**src/rtl/ifetch_queue_if.sv**
```systemverilog
// Fetch-queue bus bundle: instruction-memory read port plus dispatcher-facing head/pop signals.
// master = the fetch queue itself; slave = the environment (imem + dispatcher).
interface ifetch_queue_if;
  logic [31:0] imem_addr;
  logic        imem_rd_en;
  logic [31:0] imem_data;
  logic        dispatch_ren;
  logic        dispatch_jump_branch;
  logic [31:0] dispatch_jmp_branch_addr;
  logic [31:0] ifetch_instruction;
  logic [31:0] ifetch_pc_plus_four;
  logic        ifetch_empty_flag;
  logic        ifetch_full_flag;

  modport master (
    output imem_addr, imem_rd_en, ifetch_instruction, ifetch_pc_plus_four,
           ifetch_empty_flag, ifetch_full_flag,
    input  imem_data, dispatch_ren, dispatch_jump_branch, dispatch_jmp_branch_addr
  );

  modport slave (
    input  imem_addr, imem_rd_en, ifetch_instruction, ifetch_pc_plus_four,
           ifetch_empty_flag, ifetch_full_flag,
    output imem_data, dispatch_ren, dispatch_jump_branch, dispatch_jmp_branch_addr
  );
endinterface

```
**src/rtl/ifetch_queue.sv**
```systemverilog
// Sequential fetch + FWFT {instr, PC+4} queue feeding the dispatcher; redirect flushes everything.
// Optional IFQ_BYPASS_EN: head shows the returning imem word directly when the queue is empty.
module ifetch_queue #(
  parameter int          DEPTH    = 4,
  parameter logic [31:0] RESET_PC = 32'h0000_0000
) (
  input logic          clk,
  input logic          rst,
  ifetch_queue_if.master bus
);
  localparam int AW = $clog2(DEPTH);
  localparam int CW = AW + 1;

  logic [31:0]   instr_q [DEPTH];
  logic [31:0]   ppf_q   [DEPTH];
  logic [31:0]   pc, issue_pc;
  logic          inflight;
  logic [AW-1:0] rd_ptr, wr_ptr;
  logic [CW-1:0] count, count_next;
  logic [CW:0]   occ;
  logic          flush, q_empty, bypass, empty, pop, q_pop, fill, wr_en, issue;

  assign flush   = bus.dispatch_jump_branch;
  assign q_empty = (count == '0);

  always_comb begin
    bypass = 1'b0;
`ifdef IFQ_BYPASS_EN
    // Keyed on inflight only so the head never depends combinationally on the redirect input.
    bypass = q_empty && inflight;
`endif
  end

  assign empty = q_empty && !bypass;
  assign pop   = bus.dispatch_ren && !empty;
  assign q_pop = pop && !q_empty;
  assign fill  = inflight && !flush;
  // A bypassed word that is popped the same cycle never lands in the array.
  assign wr_en = fill && !(bypass && pop);

  // Occupancy the queue will have once the outstanding read lands, net of this cycle's pop.
  assign occ        = {1'b0, count} + (CW+1)'(inflight) - (CW+1)'(pop);
  assign issue      = !rst && !flush && (occ < (CW+1)'(DEPTH));
  assign count_next = count + CW'(wr_en) - CW'(q_pop);

  assign bus.imem_addr         = pc;
  assign bus.imem_rd_en        = issue;
  assign bus.ifetch_empty_flag = empty;
  assign bus.ifetch_full_flag  = (count == CW'(DEPTH));

  always_comb begin
    bus.ifetch_instruction  = 32'h0;
    bus.ifetch_pc_plus_four = 32'h0;
    if (bypass) begin
      bus.ifetch_instruction  = bus.imem_data;
      bus.ifetch_pc_plus_four = issue_pc + 32'd4;
    end else if (!q_empty) begin
      bus.ifetch_instruction  = instr_q[rd_ptr];
      bus.ifetch_pc_plus_four = ppf_q[rd_ptr];
    end
  end

  always_ff @(posedge clk or posedge rst) begin
    if (rst) begin
      pc       <= RESET_PC;
      issue_pc <= RESET_PC;
      inflight <= 1'b0;
      rd_ptr   <= '0;
      wr_ptr   <= '0;
      count    <= '0;
    end else if (flush) begin
      pc       <= bus.dispatch_jmp_branch_addr;
      inflight <= 1'b0;
      rd_ptr   <= '0;
      wr_ptr   <= '0;
      count    <= '0;
    end else begin
      if (issue) begin
        pc       <= pc + 32'd4;
        issue_pc <= pc;
      end
      inflight <= issue;
      if (wr_en) wr_ptr <= wr_ptr + 1'b1;
      if (q_pop) rd_ptr <= rd_ptr + 1'b1;
      count <= count_next;
    end
  end

  always_ff @(posedge clk) begin
    if (wr_en) begin
      instr_q[wr_ptr] <= bus.imem_data;
      ppf_q[wr_ptr]   <= issue_pc + 32'd4;
    end
  end
endmodule

```
**src/flat_wrapper.sv**
```systemverilog
// flat-port wrapper written by rule: the top's interface ports become plain ports
module ifetch_queue_flat 
#(
  parameter int          DEPTH    = 4,
  parameter logic [31:0] RESET_PC = 32'h0000_0000
)
  (clk, rst, bus_imem_addr, bus_imem_rd_en, bus_ifetch_instruction, bus_ifetch_pc_plus_four, bus_ifetch_empty_flag, bus_ifetch_full_flag, bus_imem_data, bus_dispatch_ren, bus_dispatch_jump_branch, bus_dispatch_jmp_branch_addr);
  ifetch_queue_if bus_i ();
  input logic clk;
  input logic rst;
  output wire logic [$bits(bus_i.imem_addr)-1:0] bus_imem_addr;
  output wire logic [$bits(bus_i.imem_rd_en)-1:0] bus_imem_rd_en;
  output wire logic [$bits(bus_i.ifetch_instruction)-1:0] bus_ifetch_instruction;
  output wire logic [$bits(bus_i.ifetch_pc_plus_four)-1:0] bus_ifetch_pc_plus_four;
  output wire logic [$bits(bus_i.ifetch_empty_flag)-1:0] bus_ifetch_empty_flag;
  output wire logic [$bits(bus_i.ifetch_full_flag)-1:0] bus_ifetch_full_flag;
  input wire logic [$bits(bus_i.imem_data)-1:0] bus_imem_data;
  input wire logic [$bits(bus_i.dispatch_ren)-1:0] bus_dispatch_ren;
  input wire logic [$bits(bus_i.dispatch_jump_branch)-1:0] bus_dispatch_jump_branch;
  input wire logic [$bits(bus_i.dispatch_jmp_branch_addr)-1:0] bus_dispatch_jmp_branch_addr;
  assign bus_imem_addr = bus_i.imem_addr;
  assign bus_imem_rd_en = bus_i.imem_rd_en;
  assign bus_ifetch_instruction = bus_i.ifetch_instruction;
  assign bus_ifetch_pc_plus_four = bus_i.ifetch_pc_plus_four;
  assign bus_ifetch_empty_flag = bus_i.ifetch_empty_flag;
  assign bus_ifetch_full_flag = bus_i.ifetch_full_flag;
  assign bus_i.imem_data = bus_imem_data;
  assign bus_i.dispatch_ren = bus_dispatch_ren;
  assign bus_i.dispatch_jump_branch = bus_dispatch_jump_branch;
  assign bus_i.dispatch_jmp_branch_addr = bus_dispatch_jmp_branch_addr;
  ifetch_queue #(.DEPTH(DEPTH), .RESET_PC(RESET_PC)) u_core (.clk(clk), .rst(rst), .bus(bus_i));
endmodule
```
**config.mk**
```make
export PLATFORM = sky130hd
export DESIGN_NAME = ifetch_queue_flat
export DESIGN_NICKNAME = d
export VERILOG_FILES = /design/src/rtl/ifetch_queue_if.sv /design/src/rtl/ifetch_queue.sv /design/src/flat_wrapper.sv
export SDC_FILE = /design/constraint.sdc
export NUM_CORES = 1
export LEC_CHECK = 0
export ABC_AREA = 0
export CAP_MARGIN = 10
export CORE_MARGIN = 10
export CORE_UTILIZATION = 60
export DETAILED_ROUTE_END_ITERATION = 8
export GPL_TIMING_DRIVEN = 0
export HOLD_SLACK_MARGIN = 0.15
export PLACE_DENSITY_LB_ADDON = 0.08
export SLEW_MARGIN = 30
export SYNTH_ARGS = -nofsm -noshare
export SYNTH_HDL_FRONTEND = slang
export SYNTH_SLANG_ARGS = --single-unit
```
**constraint.sdc**
```tcl
create_clock -name clk -period 4.75 [get_ports clk]
set_clock_uncertainty 0.05 [all_clocks]
set_input_delay 0.7125 -clock clk [delete_from_list [all_inputs] [get_ports clk]]
set_output_delay 0.7125 -clock clk [all_outputs]
set_load 0.01 [all_outputs]
```
==> flow_summary.json, run 1 <==
{
  "holdWs_ns": 0.246,
  "synthesis.area_um2": 14000,
  "place.gp.congestion": 0.862,
  "antenna_found_initial": 0,
  "ys_top_cells_by_area": "edfxtp_1 55%, dfrtp_1 13%, mux4_2 10%, and2_1 3.1%, mux2_4 3.1%",
  "power.leakage_uw": 0.00586,
  "worst_pin_slew_ns": 0.976,
  "peakVddDrop_uv": 319,
  "clk_pin_slew_ns": 0.06,
  "clock_latency_ns": 0.51,
  "cpMaxStageDelayCell": "or4_4",
  "cp.required_ns": 3.99,
  "yosys_register_bits": 328,
  "cts-buffers-inserted": 34,
  "syn2layout_area_growth_pct": 23.2,
  "die_h_um": 173,
  "async_flop_share": 0.220,
  "avgSynthCellArea_um2": 17.1,
  "top_usage_layer": "met2",
  "drive_gt1_frac": 0.176,
  "cts_setup_buffers": 0,
  "power_density_nw_per_um2": 551,
  "first_pass_iters": 5,
  "remaining_drc_errors": 0,
  "core_area_um2": 22800,
  "synth_edf_count": 256,
  "criticalPathCategory": "register to output pin",
  "cts_buffer_depth": 3,
  "synth_top_area_cell": "edfxtp_1",
  "cp_max_fo": 5,
  "period_minus_slack_ns": 4.55,
  "crit_family": "simple AND/OR/NAND/NOR gates",
  "wl_mm": 30.6,
  "slowest_delay_ns": 0.54,
  "die_x_um": 173,
  "ys_warn_count": 0,
  "met1_usage": 0.271,
  "use_met3": 0.0425,
  "synth_top_cell_area_share": 0.548,
  "grt_max_degree": 50,
  "grt_pass1_wl_mm": 49.2,
  "wl_per_cell_um": 22.5,
  "cp.arrival_ns": 3.79,
  "end_kind": "output pin",
  "grt_pass1_vias": 8450,
  "port_buffers": 164,
  "critPathLaunchType": "register",
  "tritoncts": "yes",
  "report.final.slew_viol_count": 0,
  "final_nets": 1106,
  "n_fill_cell": 1399,
  "antenna-diode-count": 0,
  "grt_use_total": 0.206,
  "syn-num-nets": 901,
  "ctsHoldBuffers": 0,
  "htreeDepth": 2,
  "synth.distinct_cells": 54,
  "max_freq_mhz": 220,
  "rsz0062_at_grt": "false",
  "hold_viol": 0,
  "postRouteAntennaNets": 0,
  "max_slew_margin": 0.343,
  "die_area_um2": 29900,
  "ios": 167,
  "syn_inst": 821,
  "num_vias": 7959,
  "p_total_uw": 9520,
  "finalSetupViolations": 0,
  "max-cap-violations": 0,
  "cts_root_buf": "clkbuf_16",
  "hpwl_mm": 21.0,
  "dr.first_iter.drc_count": 634,
  "initial_core_util": 0.614,
  "grtUsageMet2": 0.344,
  "path_cells": "or3_1 -> and2_1 -> ha_1 -> inv_1 -> ha_1 -> and3b_4 -> or4_4 -> a21oi_4 -> and2_1 -> clkdlybuf4s50_1",
  "status": "finished clean",
  "rows": 55,
  "overflow": 0,
  "ys_seq_area_frac": 0.677,
  "viasPerCell": 5.84,
  "hp-class": "primary input to asynchronous set/reset pin",
  "post_cts_resized": 0,
  "path_buf_inv": 2,
  "fin_crit_sh": 0.958,
  "synth_ff_type": "edfxtp_1",
  "cts.sink_count": 328
}
==> stage by stage <==
| stage | utilization | cell area [um^2] | worst slack, ns | TNS [ns] | instances |
|---|---|---|---|---|---|
| global placement | 0.703 | 16100 | -0.270 | -54.29 | 1298 |
| global route | 0.756 | 17300 | 0.0720 | 0 | 1364 |
| detailed placement | 0.708 | 16200 | 0.384 | 0 | 1303 |
| CTS | 0.756 | 17300 | 0.185 | 0 | 1364 |
| floorplan | - | 14000 | 1.34 | 0 | 821 |
| finish | 0.756 | 17300 | 0.197 | 0 | 1364 |
==> layer usage <==
layer  up-vias  wire [um]
li1       3596          -
met1      4012      12800
met2       307      15300
met3        44       2090
met4         0        498
met5         -          0
==> synth_stat cells (19+ instances only) <==
cell	number
nor2_1	20
xor2_1	19
xnor2_1	32
mux2_4	29
nand3_1	20
edfxtp_1	256
and2_1	70
dfrtp_1	72
clkbuf_1	20
o21ai_0	19
mux4_2	64
nand2_1	33
==> power by group <==
part / leakage (uW) / internal [uW] / switching, uW
registers: 0.00317 / 3550 / 301
logic: 0.00216 / 1660 / 1430
clock network: 0.000532 / 1520 / 1060
==> cell families after synthesis <==
group           synth area share
buf+inv                   0.0195
compound gates            0.0293
simple gates              0.0875
fa+ha+maj                 0.0112
mux                        0.144
flops                      0.677
xor+xnor                  0.0319
==> worst reg2reg max path, stage by stage (launching register included) <==
cell and delay (ns):
dfrtp_1 0.45, or3_1 0.44, and2_1 0.25, ha_1 0.20, inv_1 0.06, ha_1 0.22
and3b_4 0.20, or4_4 0.54, a21oi_4 0.23, and2_4 0.19, buf_12 0.13, buf_12 0.16
mux2_4 0.31
==> final cells by class <==
cell class	count	area (um^2)	area share
Tap cell	313	392	0.0227
Sequential cell	328	9490	0.549
Buffer	37	213	0.0123
Inverter	16	62.6	0.00362
Clock buffer	49	957	0.0554
Multi-Input combinational cell	440	4290	0.248
Clock inverter	12	130	0.00753
Timing Repair Buffer	169	1750	0.101
==> flip-flops by register name, summed over array words and instances (netlist names) <==
name	flops
u_core.inflight	1
u_core.count	3
u_core.bus.imem_addr	32
u_core.rd_ptr	2
u_core.issue_pc	32
u_core.ppf_q	128
u_core.instr_q	128
u_core.wr_ptr	2
==> worst paths after layout <==
path / from / end / slack [ns] / depth (start not counted)
max: u_core.count[1] / bus_imem_rd_en / 0.20 / 10
min: rst / u_core.bus.imem_addr[3] / 0.25 / 2
max reg2reg: u_core.count[1] / u_core.issue_pc[2] / 1.21 / 12
min reg2reg: u_core.bus.imem_addr[0] / u_core.issue_pc[0] / 0.47 / 1
max in group asynchronous: rst / u_core.bus.imem_addr[0] / 3.84 / 3
min in group clk: u_core.bus.imem_addr[0] / u_core.issue_pc[0] / 0.47 / 1
==> layout by cell type, fill, tap and decap left out, drive strengths merged, types with 2 or more instances in the layout <==
| cell | count |
|---|---|
| a31oi | 4 |
| nand2 | 34 |
| a22oi | 5 |
| o21ai | 23 |
| and4 | 4 |
| edfxtp | 256 |
| and3 | 11 |
| clkinv | 7 |
| xor2 | 19 |
| nor3 | 6 |
| bufinv | 2 |
| buf | 22 |
| inv | 18 |
| clkdlybuf4s50 | 164 |
| or3 | 6 |
| ha | 11 |
| mux2i | 3 |
| nand4 | 15 |
| or4 | 6 |
| and2 | 71 |
| a21oi | 3 |
| o2111ai | 4 |
| o211ai | 7 |
| dfrtp | 72 |
| o31ai | 5 |
| nor2 | 20 |
| nor2b | 9 |
| mux4 | 64 |
| nand3 | 20 |
| a2111oi | 2 |
| mux2 | 39 |
| clkbuf | 69 |
| xnor2 | 32 |
| nor4 | 7 |
(Power assumes the default switching activity.)
==> inputs of run 2 (changes only) <==
Settings changed: ABC_AREA 0 to 1.
==> run 2 against run 1 <==
  * Critical path type unchanged
  * Sequential cell count did not move
  * Largest cell class unchanged
  * Highest routed layer unchanged
  * Via count rose by 41%
  * Die area rose by 4.8%
==> flow_summary.json, run 2 <==
{
  "status": "finished clean",
  "antenna-diode-count": 0,
  "syn-num-nets": 1544,
  "seqPwrFrac": 0.397,
  "synth_edf_count": 256,
  "postRouteAntennaNets": 0,
  "ios": 167,
  "overflow": 0,
  "cts_root_buf": "clkbuf_16",
  "avgSynthCellArea_um2": 10.1,
  "dr.first_iter.drc_count": 850,
  "ys_warn_count": 0,
  "grt_use_total": 0.239,
  "remaining_drc_errors": 0,
  "timing.rr.start": "u_core.count[2]",
  "async_flop_share": 0.220,
  "die_area_um2": 31300,
  "synth.distinct_cells": 31,
  "worst_pin_slew_ns": 0.671,
  "cts_setup_buffers": 0,
  "cts_buffer_depth": 3,
  "criticalPathCategory": "register to output pin",
  "critPathLaunchType": "register",
  "p_int_uw": 6480,
  "ys_top_cells_by_area": "edfxtp_1 52%, dfrtp_1 12%, nor2_1 8.2%, nand2_1 6.5%, o21ai_0 5.2%",
  "peakVddDrop_uv": 430,
  "port_buffers": 166,
  "core_area_um2": 24300,
  "cp.required_ns": 3.99,
  "pwr-share-clk": 0.269,
  "die_h_um": 177,
  "whs_endpoint": "u_core.issue_pc[30]",
  "cts-buffers-inserted": 34,
  "fin_crit_sh": 0.856,
  "finalSetupViolations": 0,
  "tritoncts": "yes",
  "path_cells": "inv_1 -> nand3_1 -> nand2_1 -> inv_1 -> ha_1 -> inv_1 -> ha_1 -> nand2_1 -> inv_1 -> nand2_1 -> nand2_1 -> nand2_2 -> nand3_2 -> nor2_1 -> clkdlybuf4s50_1",
  "cp.arrival_ns": 3.31,
  "p_sw_uw": 3370,
  "slowest_delay_ns": 0.55,
  "num_vias": 11200,
  "syn2layout_area_growth_pct": 24.1,
  "p_sw_frac": 0.342,
  "mostFrequentLayoutCell": "nor2_1",
  "hold_viol": 0,
  "worstRegToRegCells": 14,
  "grt_max_degree": 47,
  "max-cap-violations": 0,
  "hpwl_mm": 26.7,
  "end_kind": "output pin",
  "initial_core_util": 0.608,
  "place_area_um2": 17300,
  "hp-class": "register to register",
  "cp_max_fo": 4,
  "first_pass_iters": 6,
  "synth_ff_type": "edfxtp_1",
  "p_total_uw": 9860,
  "grt_pass1_vias": 11300,
  "rsz0062_at_grt": "false",
  "synth_most_common_cell": "nor2_1",
  "place.gp.congestion": 0.920,
  "reg_top3": "u_core.instr_q: 128 flops, u_core.ppf_q: 128 flops",
  "synth_top_area_cell": "edfxtp_1",
  "syn_inst": 1464,
  "htreeDepth": 2,
  "synth_top_cell_area_share": 0.520,
  "wl_per_cell_um": 18.7,
  "power_density_nw_per_um2": 537,
  "worst_hold_path.num_cells": 2,
  "comb_power_share": 0.335,
  "path_buf_inv": 5,
  "final_nets": 1759,
  "netlist_top_cells_count": "323 x nor2_1, 256 x edfxtp_1, 256 x nand2_1",
  "fin_area_um2": 18400,
  "cpMaxStageDelayCell": "clkdlybuf4s50_1",
  "antenna_found_initial": 0,
  "power.leakage_uw": 0.00692,
  "cts.sink_count": 328,
  "grt_pass1_wl_mm": 59.4,
  "layout_common_cells": "319 x nor2_1, 256 x nand2_1, 256 x edfxtp_1",
  "regToRegEndpoint": "u_core.issue_pc[28]",
  "viasPerCell": 5.54,
  "ctsHoldBuffers": 0,
  "yosys_register_bits": 328,
  "period_minus_slack_ns": 4.07,
  "crit_family": "simple AND/OR/NAND/NOR gates",
  "ys_seq_area_frac": 0.641,
  "clock_latency_ns": 0.51,
  "max_slew_margin": 0.552,
  "min_from": "u_core.issue_pc[30]",
  "synthesis.area_um2": 14800,
  "post_cts_resized": 0,
  "max_freq_mhz": 246,
  "ff2ff_setup_slack_ns": 1.85,
  "clk_pin_slew_ns": 0.06,
  "die_x_um": 177,
  "wl_mm": 37.9,
  "rows": 57,
  "drive_gt1_frac": 0.0863,
  "report.final.slew_viol_count": 0
}
## run 2: worst register-to-register path, cell delays in order, from the launching register on
cell,delay (ns)
dfrtp_1,0.39
inv_1,0.15
nand3_1,0.28
nand2_1,0.18
inv_1,0.15
ha_1,0.22
inv_1,0.05
ha_1,0.23
nand2_1,0.07
inv_1,0.03
nand2_1,0.10
nand3_2,0.11
nand4_4,0.17
clkbuf_1,0.43
o21ai_0,0.15
## run 2: stage by stage
stage | TNS [ns] | util | hold slack, ns | cells | setup WS [ns]
finish | 0 | 0.755 | 0.470 | 2027 | 0.682
global route | 0 | 0.755 | 0.516 | 2027 | 0.502
CTS | 0 | 0.755 | 0.468 | 2027 | 0.661
detailed placement | 0 | 0.709 | 0.442 | 1967 | 0.790
global placement | -511.17 | 0.693 | 0.423 | 1954 | -2.09
floorplan | 0 | - | 0.403 | 1464 | 0.527
## run 2: logic make-up (layout without fill, tap and decap cells)
kind of cell / count (synthesis) / in the layout / share of synthesized area
AOI/OAI and AO/OA: 233 / 233 / 0.0791
xor gates and xnor gates: 35 / 35 / 0.0207
adders and majority gates: 12 / 12 / 0.0107
buffers and inverters: 146 / 385 / 0.0436
DFF: 328 / 328 / 0.641
and+or+nand+nor: 710 / 710 / 0.205
## run 2: cell type report
class	instances	area [um^2]
clock buffers	43	906
inverters	77	292
repair buffers	179	2020
multi-input cells	990	4690
clock inverters	17	201
flip-flops and latches	328	9490
plain buffers	69	355
well taps	324	405
fillers	1692	5960
## run 2: power groups by stage
stage	clock [uW]	combinational [uW]	sequential [uW]
finish	2650	3300	3910
global route	2780	3610	3950
CTS	2670	3320	3900
detailed placement	0	3280	3950
global placement	0	3170	3960
floorplan	0	1730	3900
## run 2: layer usage
layer | vias up | track usage | part of all wire
met5 | - | 0 | 0
met4 | 0 | 0.0907 | 0.032
met3 | 81 | 0.0442 | 0.067
met2 | 430 | 0.412 | 0.50
met1 | 5340 | 0.294 | 0.40
li1 | 5372 | - | -
## run 2: worst max-delay path by stage
stage / startpoint / end / slack (ns) / cells after the start
finish: u_core.count[2] / bus_imem_rd_en / 0.68 / 15
global route: u_core.count[2] / bus_imem_rd_en / 0.50 / 15
CTS: u_core.count[2] / bus_imem_rd_en / 0.66 / 15
detailed placement: bus_dispatch_ren / bus_imem_rd_en / 0.79 / 14
global placement: bus_dispatch_jump_branch / u_core.ppf_q[3][28] / -2.09 / 4
floorplan: bus_dispatch_jump_branch / u_core.instr_q[0][0] / 0.53 / 3
==> inputs of run 3 (changes only) <==
Settings changed: PLACE_DENSITY_LB_ADDON 0.08 to 0.15.
==> run 3 against run 2 <==
  * Fmax rose by 1.4%
  * Setup slack improved by 0.056 ns
  * Via count barely moved
  * Combinational power barely moved
  * First-iteration DRC count rose by 22%
  * Worst hold slack improved by 0.0028 ns
  * Wire length fell by 0.36%
  * Clock power fell by 9.1%
  * Utilization fell by 0.46 points
  * Critical endpoint unchanged
==> flow_summary.json, run 3 (same netlist as run 2, synthesis figures left out) <==
{
  "status": "finished clean",
  "report.final.slew_viol_count": 0,
  "post_cts_resized": 0,
  "layout_common_cells": "319 x nor2_1, 256 x nand2_1, 256 x edfxtp_1",
  "hpwl_mm": 26.7,
  "syn2layout_area_growth_pct": 23.3,
  "period_minus_slack_ns": 4.01,
  "end_kind": "output pin",
  "p_total_uw": 9610,
  "power.leakage_uw": 0.00686,
  "cts_setup_buffers": 0,
  "max_slew_margin": 0.553,
  "power_density_nw_per_um2": 527,
  "dr.first_iter.drc_count": 1039,
  "clk_pin_slew_ns": 0.06,
  "remaining_drc_errors": 0,
  "clock_latency_ns": 0.55,
  "core_area_um2": 24300,
  "cts.sink_count": 328,
  "antenna-diode-count": 0,
  "whs_endpoint": "u_core.issue_pc[30]",
  "die_area_um2": 31300,
  "cp_max_fo": 4,
  "regToRegEndpoint": "u_core.issue_pc[30]",
  "antenna_found_initial": 0,
  "num_vias": 11200,
  "hold_viol": 0,
  "ff2ff_setup_slack_ns": 1.96,
  "path_cells": "inv_1 -> nand3_1 -> nand2_1 -> inv_1 -> ha_1 -> inv_1 -> ha_1 -> nand2_1 -> inv_1 -> nand2_1 -> nand2_1 -> nand2_2 -> nand3_2 -> nor2_1 -> clkdlybuf4s50_1",
  "overflow": 0,
  "mostFrequentLayoutCell": "nor2_1",
  "max_freq_mhz": 249,
  "cpMaxStageDelayCell": "clkdlybuf4s50_1",
  "fin_util": 0.750,
  "criticalPathCategory": "register to output pin",
  "die_x_um": 177,
  "reg_top3": "u_core.instr_q: 128 flops, u_core.ppf_q: 128 flops",
  "postRouteAntennaNets": 0,
  "cp.arrival_ns": 3.25,
  "htreeDepth": 1,
  "place.gp.congestion": 0.927,
  "multiInputGateArea_um2": 4690,
  "wl_per_cell_um": 18.7,
  "timing.rr.start": "u_core.count[2]",
  "port_buffers": 166,
  "cts-buffers-inserted": 31,
  "worst_pin_slew_ns": 0.668,
  "finalSetupTns_ns": 0,
  "cts_root_buf": "clkbuf_16",
  "worstRegToRegCells": 14,
  "regArea_um2": 9490,
  "ctsHoldBuffers": 0,
  "initial_core_util": 0.608,
  "grt_pass1_vias": 11400,
  "rsz0062_at_grt": "false",
  "ios": 167,
  "viasPerCell": 5.55,
  "n_fill_cell": 1637,
  "die_h_um": 177,
  "slowest_delay_ns": 0.54,
  "fin_crit_sh": 0.845,
  "first_pass_iters": 5,
  "finalSetupViolations": 0,
  "cts_buffer_depth": 3,
  "min_from": "u_core.issue_pc[30]",
  "hp-class": "register to register",
  "grt_max_degree": 39,
  "grt_pass1_wl_mm": 60.0,
  "cp.required_ns": 3.99,
  "final_nets": 1757,
  "rows": 57,
  "tritoncts": "yes",
  "critPathLaunchType": "register",
  "peakVddDrop_uv": 350,
  "worst_hold_path.num_cells": 2,
  "max-cap-violations": 0,
  "grt_use_total": 0.239,
  "drive_gt1_frac": 0.0836,
  "wl_mm": 37.7
}
[run 3: critical path: cells and delay by family, from the launching register on]
family        cells  cell delay (ns)
simple gates      8             0.95
buf+inv           5             0.90
fa+ha+maj         2             0.45
flops             1             0.39
[run 3: area by class of cell]
class,count,share of cell area
Buffer,69,0.0195
Clock buffer,37,0.0437
Timing Repair Buffer,180,0.111
Sequential cell,328,0.520
Inverter,77,0.0160
Tap cell,324,0.0222
Clock inverter,18,0.0104
Multi-Input combinational cell,990,0.257
[run 3: how the worst max path moves through the flow]
| stage | end | from | slack, ns |
|---|---|---|---|
| 6_report | bus_imem_rd_en | u_core.count[2] | 0.74 |
| 5_1_grt | bus_imem_rd_en | u_core.count[2] | 0.49 |
| 4_1_cts | bus_imem_rd_en | u_core.count[2] | 0.68 |
| 3_5_place_dp | bus_imem_rd_en | bus_dispatch_ren | 0.83 |
| 3_3_place_gp | u_core.ppf_q[3][28] | bus_dispatch_jump_branch | -2.05 |
| 2_1_floorplan | u_core.instr_q[0][0] | bus_dispatch_jump_branch | 0.53 |
[run 3: routing by layer]
metal	routed length [um]	track usage	share of wire
met1	15300	0.301	0.41
met2	18600	0.405	0.49
met3	2660	0.0420	0.071
met4	1180	0.0911	0.031
met5	0	0	0
[run 3: metrics by stage]
step	instances	worst slack, ns	area, um^2	hold slack [ns]
4_1_cts	2023	0.684	18200	0.471
3_3_place_gp	1954	-2.05	16900	0.438
6_report	2023	0.738	18200	0.473
5_1_grt	2023	0.494	18200	0.513
3_5_place_dp	1968	0.828	17300	0.456
2_1_floorplan	1464	0.527	14800	0.403
[run 3: report_power, final]
part | switching [uW] | internal, uW | leakage [uW] | total [uW]
clock | 1000 | 1410 | 0.000478 | 2410
sequential | 365 | 3550 | 0.00323 | 3910
combinational | 1930 | 1360 | 0.00316 | 3290
total | 3300 | 6310 | 0.00686 | 9610
